**config.mk**
```make
export PLATFORM = sky130hd
export DESIGN_NAME = seq_multiplier
export DESIGN_NICKNAME = d
export VERILOG_FILES = /design/src/rtl/seq_multiplier.sv
export SDC_FILE = /design/constraint.sdc
export NUM_CORES = 1
export LEC_CHECK = 0
export ABC_AREA = 1
export CORE_MARGIN = 2
export CORE_UTILIZATION = 28
export CTS_CLUSTER_DIAMETER = 50
export DETAILED_ROUTE_END_ITERATION = 8
export HOLD_SLACK_MARGIN = 0.05
export PLACE_DENSITY = 0.6
export SETUP_SLACK_MARGIN = 0.15
export SLEW_MARGIN = 10
export SYNTH_ARGS = -nofsm -noshare
export SYNTH_HDL_FRONTEND = slang
export SYNTH_SLANG_ARGS = --single-unit
```
**constraint.sdc**
```tcl
create_clock -name clk -period 6.7 [get_ports clk]
set_input_delay 1.005 -clock clk [delete_from_list [all_inputs] [get_ports clk]]
set_output_delay 1.005 -clock clk [all_outputs]
set_load 0.01 [all_outputs]
```
**src/rtl/seq_multiplier.sv**
```systemverilog
// seq_multiplier: unsigned shift-add multiplier, one conditional add per clock.
// A start accepted in IDLE or DONE loads the operands; WIDTH RUN cycles follow,
// and a one-cycle done pulse marks the new product, which is held until the
// next completion.
module seq_multiplier #(
  parameter int WIDTH = 16
) (
  input  logic                 clk,
  input  logic                 reset_n,
  input  logic                 start,
  input  logic                 abort,
  input  logic [WIDTH-1:0]     multiplicand,
  input  logic [WIDTH-1:0]     multiplier,
  output logic                 busy,
  output logic                 done,
  output logic [2*WIDTH-1:0]   product
);

  localparam int CW = (WIDTH > 1) ? $clog2(WIDTH) : 1;
  localparam logic [CW-1:0] LAST = CW'(WIDTH - 1);

  typedef enum logic [1:0] {
    S_IDLE,
    S_RUN,
    S_DONE
  } state_t;

  state_t           state;
  state_t           state_next;
  logic [WIDTH-1:0] mcand;
  logic [WIDTH-1:0] acc_hi;
  logic [WIDTH-1:0] acc_lo;
  logic [CW-1:0]    count;

  logic             load;
  logic             step;
  logic             finish;
  logic [WIDTH-1:0] add_b;
  logic [WIDTH-1:0] sum;
  logic             carry_out;
  logic [WIDTH-1:0] acc_hi_next;
  logic [WIDTH-1:0] acc_lo_next;

  assign busy = (state == S_RUN);

  // Ripple-carry add of acc_hi and (multiplicand gated by the multiplier LSB).
  always_comb begin : ripple_add
    logic c;
    add_b = acc_lo[0] ? mcand : '0;
    sum   = '0;
    c     = 1'b0;
    for (int unsigned i = 0; i < WIDTH; i++) begin
      sum[i] = acc_hi[i] ^ add_b[i] ^ c;
      c      = (acc_hi[i] & add_b[i]) | (c & (acc_hi[i] ^ add_b[i]));
    end
    carry_out = c;
  end

  // {carry, sum, acc_lo} shifted right one place; carry becomes the new MSB.
  always_comb begin
    acc_hi_next = {carry_out, sum[WIDTH-1:1]};
    acc_lo_next = {sum[0], acc_lo[WIDTH-1:1]};
  end

  // State register.
  always_ff @(posedge clk or negedge reset_n) begin
    if (!reset_n) begin
      state <= S_IDLE;
    end else begin
      state <= state_next;
    end
  end

  // Next-state decode: abort beats start, and cancels a run without done.
  always_comb begin
    state_next = state;
    load       = 1'b0;
    step       = 1'b0;
    finish     = 1'b0;
    unique case (state)
      S_IDLE: begin
        if (start && !abort) begin
          load       = 1'b1;
          state_next = S_RUN;
        end
      end
      S_RUN: begin
        if (abort) begin
          state_next = S_IDLE;
        end else begin
          step = 1'b1;
          if (count == LAST) begin
            finish     = 1'b1;
            state_next = S_DONE;
          end
        end
      end
      S_DONE: begin
        if (start && !abort) begin
          load       = 1'b1;
          state_next = S_RUN;
        end else begin
          state_next = S_IDLE;
        end
      end
      default: state_next = S_IDLE;
    endcase
  end

  // Datapath: operand load, shift-add step, and product capture on the last step.
  always_ff @(posedge clk or negedge reset_n) begin
    if (!reset_n) begin
      mcand   <= '0;
      acc_hi  <= '0;
      acc_lo  <= '0;
      count   <= '0;
      product <= '0;
      done    <= 1'b0;
    end else begin
      done <= finish;
      if (load) begin
        mcand  <= multiplicand;
        acc_hi <= '0;
        acc_lo <= multiplier;
        count  <= '0;
      end else if (step) begin
        acc_hi <= acc_hi_next;
        acc_lo <= acc_lo_next;
        count  <= count + 1'b1;
      end
      if (finish) begin
        product <= {acc_hi_next, acc_lo_next};
      end
    end
  end

endmodule

```
# ---- Word-level counts from Yosys, hierarchy flattened
# Index checks and enable logic that the tools add are counted.
dict set report word_totals {
  word_cells 115
  reg_bits 87
  in_bits 36
  out_inout_bits 34
}
dict set report op_classes {
  mux 19
  n_reduce_logical 6
  bitwise 77
  add_sub_neg 1
  eq_ne 5
}
# op count
set ops {}
lappend ops {{two-way mux 16 bit} 5}
lappend ops {{AND 1 bit} 31}
lappend ops {{bitwise XOR 1 bit} 31}
lappend ops {{OR 1 bit} 15}
lappend ops {{two-way mux 1 bit} 8}
lappend ops {{two-way mux 4 bit} 2}
lappend ops {{two-way mux 2 bit} 3}
lappend ops {{one-hot mux 2 bit (3 select lines)} 1}
lappend ops {{adder 4 x 1 -> 4 bit, second input constant} 1}
lappend ops {{== test 4 bit, second input constant} 1}
lappend ops {{!= test 3 x 2 -> 1 bit, second input constant} 1}
lappend ops {{== test 2 x 1 -> 1 bit, second input constant} 1}
lappend ops {{== test 2 bit, second input constant} 1}
lappend ops {{logical NOT 2 bit} 1}
lappend ops {{!= test 2 bit, second input constant} 1}
lappend ops {{AND reduction 2 bit} 1}
lappend ops {{nonzero test 2 bit} 1}
lappend ops {{OR reduction 2 bit} 1}
lappend ops {{logical AND 1 bit} 1}
lappend ops {{logical NOT 1 bit} 1}

# ---- Depth between registers and ports, before layout
# Gate-level depths: netlist of the first run.
dict set report logic_depth {
  depth_word 34
  ltp_mapped 21
  ltp_nobuf 20
}

# ---- Least setup slack after synthesis of the first run
# OpenSTA, ideal clock, no wires.
dict set report synth_timing {
  path_kind {register -> register}
  from {register acc_lo[0]}
  to {register acc_hi[14]}
  path_stages_with_launch 22
  setup_ns 0.133
  required_ns 6.567
  path_buffers 1
  period_less_slack_ns 6.797
  t_arrival_ns 6.665
  path_slack_ns -0.097
  cell_sequence {dfrtp_1 -> clkbuf_1 -> nand2_1 -> inv_1 -> ha_1 -> inv_1 -> fa_1 -> fa_1 -> fa_1 -> fa_1 -> fa_1 -> fa_1 -> fa_1 -> fa_1 -> fa_1 -> fa_1 -> fa_1 -> fa_1 -> fa_1 -> fa_1 -> fa_1 -> o22ai_1}
}
dict set report synth_via {
  elab_chain_len 33
  elab_cells_between_ends 62
  classes_between {3 x mux; 59 x bitwise}
}
# item line
set synth_rtl {}
lappend synth_rtl {{from (decl)} 32} ;# logic [WIDTH-1:0] acc_lo;
lappend synth_rtl {{from (signal assigned)} 124} ;# acc_lo <= multiplier;
lappend synth_rtl {{from (signal assigned)} 128} ;# acc_lo <= acc_lo_next;
lappend synth_rtl {{two-way mux 16 bit *} 49} ;# add_b = acc_lo[0] ? mcand : '0;
lappend synth_rtl {{AND 1 bit / bitwise XOR 1 bit (equally long branches)} 54} ;# c = (acc_hi[i] & add_b[i]) | (c & (acc_hi[i] ^ add_b[i]));
lappend synth_rtl {{AND 1 bit} 54}
lappend synth_rtl {{OR 1 bit} 54}
lappend synth_rtl {{AND 1 bit} 54}
lappend synth_rtl {{OR 1 bit} 54}
lappend synth_rtl {{AND 1 bit} 54}
lappend synth_rtl {{OR 1 bit} 54}
lappend synth_rtl {{(+17 left out)} n/a}
lappend synth_rtl {{OR 1 bit} 54}
lappend synth_rtl {{AND 1 bit} 54}
lappend synth_rtl {{OR 1 bit} 54}
lappend synth_rtl {{AND 1 bit} 54}
lappend synth_rtl {{OR 1 bit} 54}
lappend synth_rtl {{bitwise XOR 1 bit *} 53} ;# sum[i] = acc_hi[i] ^ add_b[i] ^ c;
lappend synth_rtl {{two-way mux 16 bit *} 126} ;# end else if (step) begin
lappend synth_rtl {{two-way mux 16 bit *} 121} ;# if (load) begin
lappend synth_rtl {{to (signal assigned)} 127} ;# acc_hi <= acc_hi_next;
lappend synth_rtl {{to (decl)} 31} ;# logic [WIDTH-1:0] acc_hi;
# Every way passes the cells marked *; elsewhere a longest branch is shown, timed or not. The select of a mux whose other input is x is not followed.
# A chain may end at the register's enable or synchronous reset.

# ---- Final worst setup path of the first run
dict set report layout_timing {
  from {register acc_lo[0]}
  to {register product[30]}
}
dict set report layout_via {
  elab_chain_len 31
  elab_cells_between_ends 60
  classes_between {1 x mux; 59 x bitwise}
}
# item line
set layout_rtl {}
lappend layout_rtl {{two-way mux 16 bit *} 49}
lappend layout_rtl {{AND 1 bit / bitwise XOR 1 bit (equally long branches)} 54}
lappend layout_rtl {{AND 1 bit} 54}
lappend layout_rtl {{OR 1 bit} 54}
lappend layout_rtl {{AND 1 bit} 54}
lappend layout_rtl {{OR 1 bit} 54}
lappend layout_rtl {{AND 1 bit} 54}
lappend layout_rtl {{OR 1 bit} 54}
lappend layout_rtl {{(+15 left out)} n/a}
lappend layout_rtl {{OR 1 bit} 54}
lappend layout_rtl {{AND 1 bit} 54}
lappend layout_rtl {{OR 1 bit} 54}
lappend layout_rtl {{AND 1 bit} 54}
lappend layout_rtl {{OR 1 bit} 54}
lappend layout_rtl {{AND 1 bit} 54}
lappend layout_rtl {{OR 1 bit} 54}
lappend layout_rtl {{bitwise XOR 1 bit *} 53}
lappend layout_rtl {{to (signal assigned)} 132} ;# product <= {acc_hi_next, acc_lo_next};
lappend layout_rtl {{to (decl)} 16} ;# output logic [2*WIDTH-1:0] product
# Every way passes the cells marked *; elsewhere a longest branch is shown, timed or not.

==> results of run 1 <==
-- cell usage in the layout (no fill, tap or decap), types with 4 or more instances in the layout --
cell,count
clkbuf_16,9
clkdlybuf4s50_1,68
dfrtp_1,87
fa_2,12
inv_1,23
nand2_1,171
nand3_1,35
o21ai_0,13
o21ai_1,4
o22ai_1,16
-- sequential cells by signal, summed over array words and instances (netlist names) --
register	count
mcand	16
product	32
acc_hi	16
count	4
state	2
done	1
acc_lo	16
-- repair_timing --
item / 4_1_cts / 5_1_grt
setup endpoints to repair: 4 / 4
setup buffers: 0 / 1
resized for setup: 4 / 4
-- synthesized netlist by cell type (2+ instances only) --
cell | number | share of area
o22ai_1 | 16 | 0.026
fa_1 | 15 | 0.079
dfrtp_1 | 87 | 0.58
ha_1 | 2 | 0.0066
inv_2 | 2 | 0.0020
buf_2 | 7 | 0.0093
clkbuf_1 | 6 | 0.0060
o21ai_0 | 13 | 0.017
buf_1 | 2 | 0.0020
nand2_1 | 171 | 0.17
buf_6 | 3 | 0.0089
nor2_1 | 2 | 0.0020
o21ai_1 | 4 | 0.0053
inv_1 | 23 | 0.023
nand3_1 | 35 | 0.046
-- worst min path at each step --
stage | from | end | slack [ps] | cells after the start
global placement | product[12] | product[12] | 470 | 2
finish | product[3] | product[3] | 480 | 2
CTS | mcand[3] | mcand[3] | 480 | 2
detailed placement | mcand[3] | mcand[3] | 470 | 2
global route | mcand[3] | mcand[3] | 500 | 2
floorplan | mcand[9] | mcand[9] | 450 | 2
-- metal layers --
layer  GRT usage  vias to the layer above  wire (µm)
met2       0.196                       48       4150
met5           0                        -          0
li1            -                     1379          -
met1       0.158                     1365       3890
met3      0.0340                        9        368
met4      0.0375                        0        109
-- worst min-delay path, stage by stage (launching register included) --
cell,delay [ps]
dfrtp_1,340
nand2_1,50
nand2_1,50
-- cell families after synthesis --
group,count (synthesis),share of synthesized area
xor gates and xnor gates,1,0.00232
DFF,87,0.576
muxes,1,0.00265
adders and majority gates,17,0.0861
AOI/OAI and AO/OA,33,0.0490
and+or+nand+nor,213,0.231
buffers and inverters,44,0.0523
-- report_power, final --
part           switching (µW)  internal (µW)  leakage (µW)
sequential               44.7            601       0.00116
clock                     198            318      0.000156
combinational             145            107      0.000942
-- cell type report --
| class | count | area [µm²] |
|---|---|---|
| fill | 1327 | 8250 |
| sequential | 87 | 2180 |
| multi-input combinational | 265 | 1430 |
| timing repair buffer | 71 | 703 |
| clock buffer | 13 | 270 |
| tap | 176 | 220 |
| inverter | 25 | 93.8 |
| clock inverter | 3 | 40.0 |
-- metrics by stage --
| stage | hold WS, ps | power [µW] | area [µm²] | instances | utilization |
|---|---|---|---|---|---|
| after floorplan | 449 | 811 | 3800 | 396 | - |
| after global placement | 468 | 894 | 4600 | 623 | 0.349 |
| after detailed placement | 466 | 904 | 4600 | 623 | 0.349 |
| after CTS | 483 | 1430 | 4920 | 639 | 0.373 |
| after global routing | 496 | 1490 | 4940 | 640 | 0.374 |
| final | 476 | 1420 | 4940 | 640 | 0.374 |
==> flow_metrics.tcl, run 1 <==
set metrics [dict create \
    crit_type "flip-flop to flip-flop" \
    critical_path.endpoint "product[30]" \
    synth_cell_types 23 \
    reg2reg_from "acc_lo[0]" \
    dp_hpwl_um 5830 \
    cp_cell_sequence "nand2_1 > inv_1 > ha_1 > inv_1 > fa_2 > fa_2 > fa_1 > fa_2 > fa_2 > fa_1 > fa_2 > fa_2 > fa_2 > fa_2 > fa_2 > fa_2 > fa_2 > fa_2 > fa_1 > o21ai_0" \
    wirelength_um 8520 \
    async_flop_share 1.00 \
    rsz0062_at_grt "no" \
    fin_ws_ps 318 \
    ant_nets 0 \
    clk_pin_slew_ps 60 \
    die_area_mm2 0.0144 \
    clock_latency_ps 340 \
    io_pins 70 \
    cellPowerDensity_mw_per_mm2 287 \
    hold_buffers 0 \
    cp.depth 20 \
    firstDrtPassIters 5 \
    antenna_found_initial 0 \
    cts_buffer_depth 2 \
    antenna_cells 0 \
    skew_ps 5.16 \
    worstSetupEndpointType "flip-flop" \
    fin_crit_ps 6380 \
    grt_max_degree 88 \
    relSlewSlack 0.273 \
    cp-startpoint "acc_lo[0]" \
    setup_viol 0 \
    critPathSlowestCell "fa_1" \
    hp-class "flip-flop to flip-flop" \
    avgSynthCellArea_um2 9.54 \
    core-area_mm2 0.0132 \
    drtIter0Drc 182 \
    die_y_um 120 \
    numCtsBuffers 9 \
    cts-root-buf "clkbuf_16" \
    wl_per_cell_um 13.3 \
    fin_setup_tns_ps 0 \
    viasPerCell 4.38 \
    gp_congestion 0.825 \
    crit_arrival_ps 6570 \
    nets 512 \
    worstPathRequired_ps 6890 \
    pre_cts_slack_ps 17.7 \
    cp_max_fo 3 \
    critPathLaunchType "flip-flop" \
    row_count 42 \
    max_freq_ghz 0.157 \
    status "completed" \
    numClockSinks 87 \
    fin_crit_sh 0.952 \
    drv_cap 0 \
    grt_remaining_overflow 0 \
    grt_pass1_wl_um 13900 \
    r2r_setup_slack_ps 320 \
    drive_above_1_share 0.0776 \
    ir_worst_vdd_v 0.000141 \
    track_usage 0.121 \
    grt_pass1_vias 2919 \
    synth_warnings 0 \
    synth_area_mm2 0.00378 \
    cp.buffers_inverters 2 \
    syn-num-nets 449 \
    port_buffers 69 \
    r2r-end "product[30]" \
    initial_core_util 0.286 \
    ys.flop_type "dfrtp_1" \
    syn2layout_area_growth_pct 30.7 \
    htreeDepth 3 \
    netlist_instances 396 \
    critical_path.most_common_cell "fa_2" \
    max_stage_delay_ps 500 \
    slew_viol_final 0 \
    tightestPinTransition_ps 1090 \
    synth_seq_area_share 0.576 \
    critPathTopFamily "adder cells" \
    vias 2801 \
    final_hold_viol_count 0 \
    reg2reg_depth 20 \
    drc_errors 0 \
    synth_edf_count 0 \
    p_leak_uw 0.00225 \
    tritoncts "done" \
    ys_ff_latch 87 \
    fp.dieW_um 120 \
]
(Power assumes the default switching activity.)
==> run 2: changes to the inputs <==
Settings changed: GPL_TIMING_DRIVEN set to 0.
==> run 2 against run 1 <==
- total power about the same
- utilization is 1.0 points higher
- non-clock buffer count rose by 19
- combinational power increased by 6%
- clock-buffer cell count shrank 1
- via count rose by 5.1%
- setup slack got worse by 2.5 ps
- clock power shrank 4%
- final cell count rose by 3.0%
- clock skew barely moved
- die area did not move
- register-to-register slack about the same
==> flow_metrics.tcl, run 2 (synthesis results as in run 1) <==
set metrics [dict create \
    firstDrtPassIters 4 \
    status "completed" \
    cellPowerDensity_mw_per_mm2 279 \
    track_usage 0.138 \
    tritoncts "done" \
    ant_nets 0 \
    setup_viol 0 \
    slew_viol_final 0 \
    fin_util 0.385 \
    vias 2945 \
    fin_ws_ps 316 \
    pre_cts_slack_ps -151 \
    final_common_cell "nand2_1" \
    numClockSinks 87 \
    p_leak_uw 0.00232 \
    reg2reg_from "acc_lo[0]" \
    htreeDepth 3 \
    fin_crit_ps 6380 \
    largest_reg_flops 32 \
    max_stage_delay_ps 520 \
    nets 531 \
    drc_errors 0 \
    cts_buffer_depth 2 \
    drv_cap 0 \
    dp.cells 642 \
    wl_per_cell_um 14.0 \
    drive_above_1_share 0.110 \
    fin_crit_sh 0.953 \
    antenna_cells 0 \
    die_area_mm2 0.0144 \
    hold_end "product[3]" \
    cp_max_fo 3 \
    wirelength_um 9210 \
    relSlewSlack 0.634 \
    max_freq_ghz 0.157 \
    largest-register "product" \
    fin_setup_tns_ps 0 \
    core-area_mm2 0.0132 \
    fp.dieW_um 120 \
    antenna_found_initial 0 \
    grt_pass1_wl_um 15600 \
    worstPathRequired_ps 6910 \
    dp_hpwl_um 6700 \
    drtIter0Drc 167 \
    final_hold_viol_count 0 \
    timing.hold.ws_ps 476 \
    layout.cells.most_common_list "nand2_1 (170), dfrtp_1 (87), clkdlybuf4s50_1 (68)" \
    grt_max_degree 66 \
    r2r-end "acc_hi[14]" \
    critPathLaunchType "flip-flop" \
    fillerInstances 1288 \
    initial_core_util 0.286 \
    reg2reg_depth 21 \
    die_y_um 120 \
    numCtsBuffers 9 \
    grt_remaining_overflow 0 \
    cp_cell_sequence "buf_8 > nand2_2 > inv_2 > ha_4 > inv_2 > fa_2 > fa_2 > fa_2 > fa_2 > fa_2 > fa_2 > fa_2 > fa_2 > fa_2 > fa_2 > fa_2 > fa_2 > fa_2 > fa_2 > fa_1 > o22ai_1" \
    viasPerCell 4.47 \
    hp-class "flip-flop to flip-flop" \
    clk_pin_slew_ps 60 \
    critPathTopFamily "adder cells" \
    io_pins 70 \
    hold_buffers 0 \
    ir_worst_vdd_v 0.000120 \
    tightestPinTransition_ps 549 \
    port_buffers 69 \
    row_count 42 \
    gp_congestion 0.818 \
    fin_cells 659 \
    grt_pass1_vias 3192 \
    worstSetupEndpointType "flip-flop" \
    rsz0062_at_grt "no" \
    clock_latency_ps 340 \
    critical_path.most_common_cell "fa_2" \
    skew_ps 5.31 \
    min_path_cells 2 \
    crit_type "flip-flop to flip-flop" \
    worstHoldStart "product[3]" \
    crit_arrival_ps 6590 \
    cp.buffers_inverters 3 \
    syn2layout_area_growth_pct 34.3 \
    r2r_setup_slack_ps 320 \
    critPathSlowestCell "fa_1" \
    cts-root-buf "clkbuf_16" \
]
-- run 2: layout make-up --
| cell class | instances | area (µm²) | share of cell area |
|---|---|---|---|
| sequential | 87 | 2180 | 0.429 |
| buffer | 19 | 115 | 0.0227 |
| multi-input combinational | 265 | 1450 | 0.286 |
| clock buffer | 12 | 246 | 0.0486 |
| inverter | 25 | 93.8 | 0.0185 |
| tap | 176 | 220 | 0.0434 |
| timing repair buffer | 71 | 723 | 0.143 |
| clock inverter | 4 | 45.0 | 0.00888 |
-- run 2: power breakdown --
group	switching (µW)	total (µW)	internal [µW]
Combinational	152	267	115
Sequential	49.6	651	602
Clock	201	498	297
Total	402	1420	1010
-- run 2: worst reg2reg max path: cells and delay by family, from the launching register on --
kind,cells,cell delay (ps)
adder cells (fa/ha/maj),16,5550
flip-flops,1,360
buffers and inverters,3,200
AO/OA/AOI/OAI,1,90
AND/OR/NAND/NOR,1,50
-- run 2: worst max-delay path by stage --
stage,from,end,slack [ps],cells past startpoint
after detailed placement,acc_lo[0],acc_hi[14],-150,21
final,acc_lo[0],acc_hi[14],320,21
after global routing,acc_lo[0],acc_hi[14],150,21
after global placement,acc_lo[0],acc_hi[14],-90,21
after floorplan,acc_lo[0],acc_hi[14],160,21
after CTS,acc_lo[0],acc_hi[14],190,21
-- run 2: what timing repair did --
action                                  CTS  global route
hold endpoints to repair                  0             0
resized for setup                         8             9
buffers inserted                          0             1
endpoints found under the setup margin    5             4
-- run 2: stage by stage --
stage / power (µW) / instance area [µm²]
final: 1420 / 5070
after detailed placement: 913 / 4730
after floorplan: 811 / 3800
after global routing: 1500 / 5070
after global placement: 897 / 4710
after CTS: 1420 / 5050
-- run 2: metal layers --
metal,up-vias,global-route usage,part of all wire
li1,1420,-,-
met1,1422,0.173,0.44
met2,70,0.222,0.49
met3,33,0.0217,0.027
met4,0,0.0897,0.043
met5,-,0,0
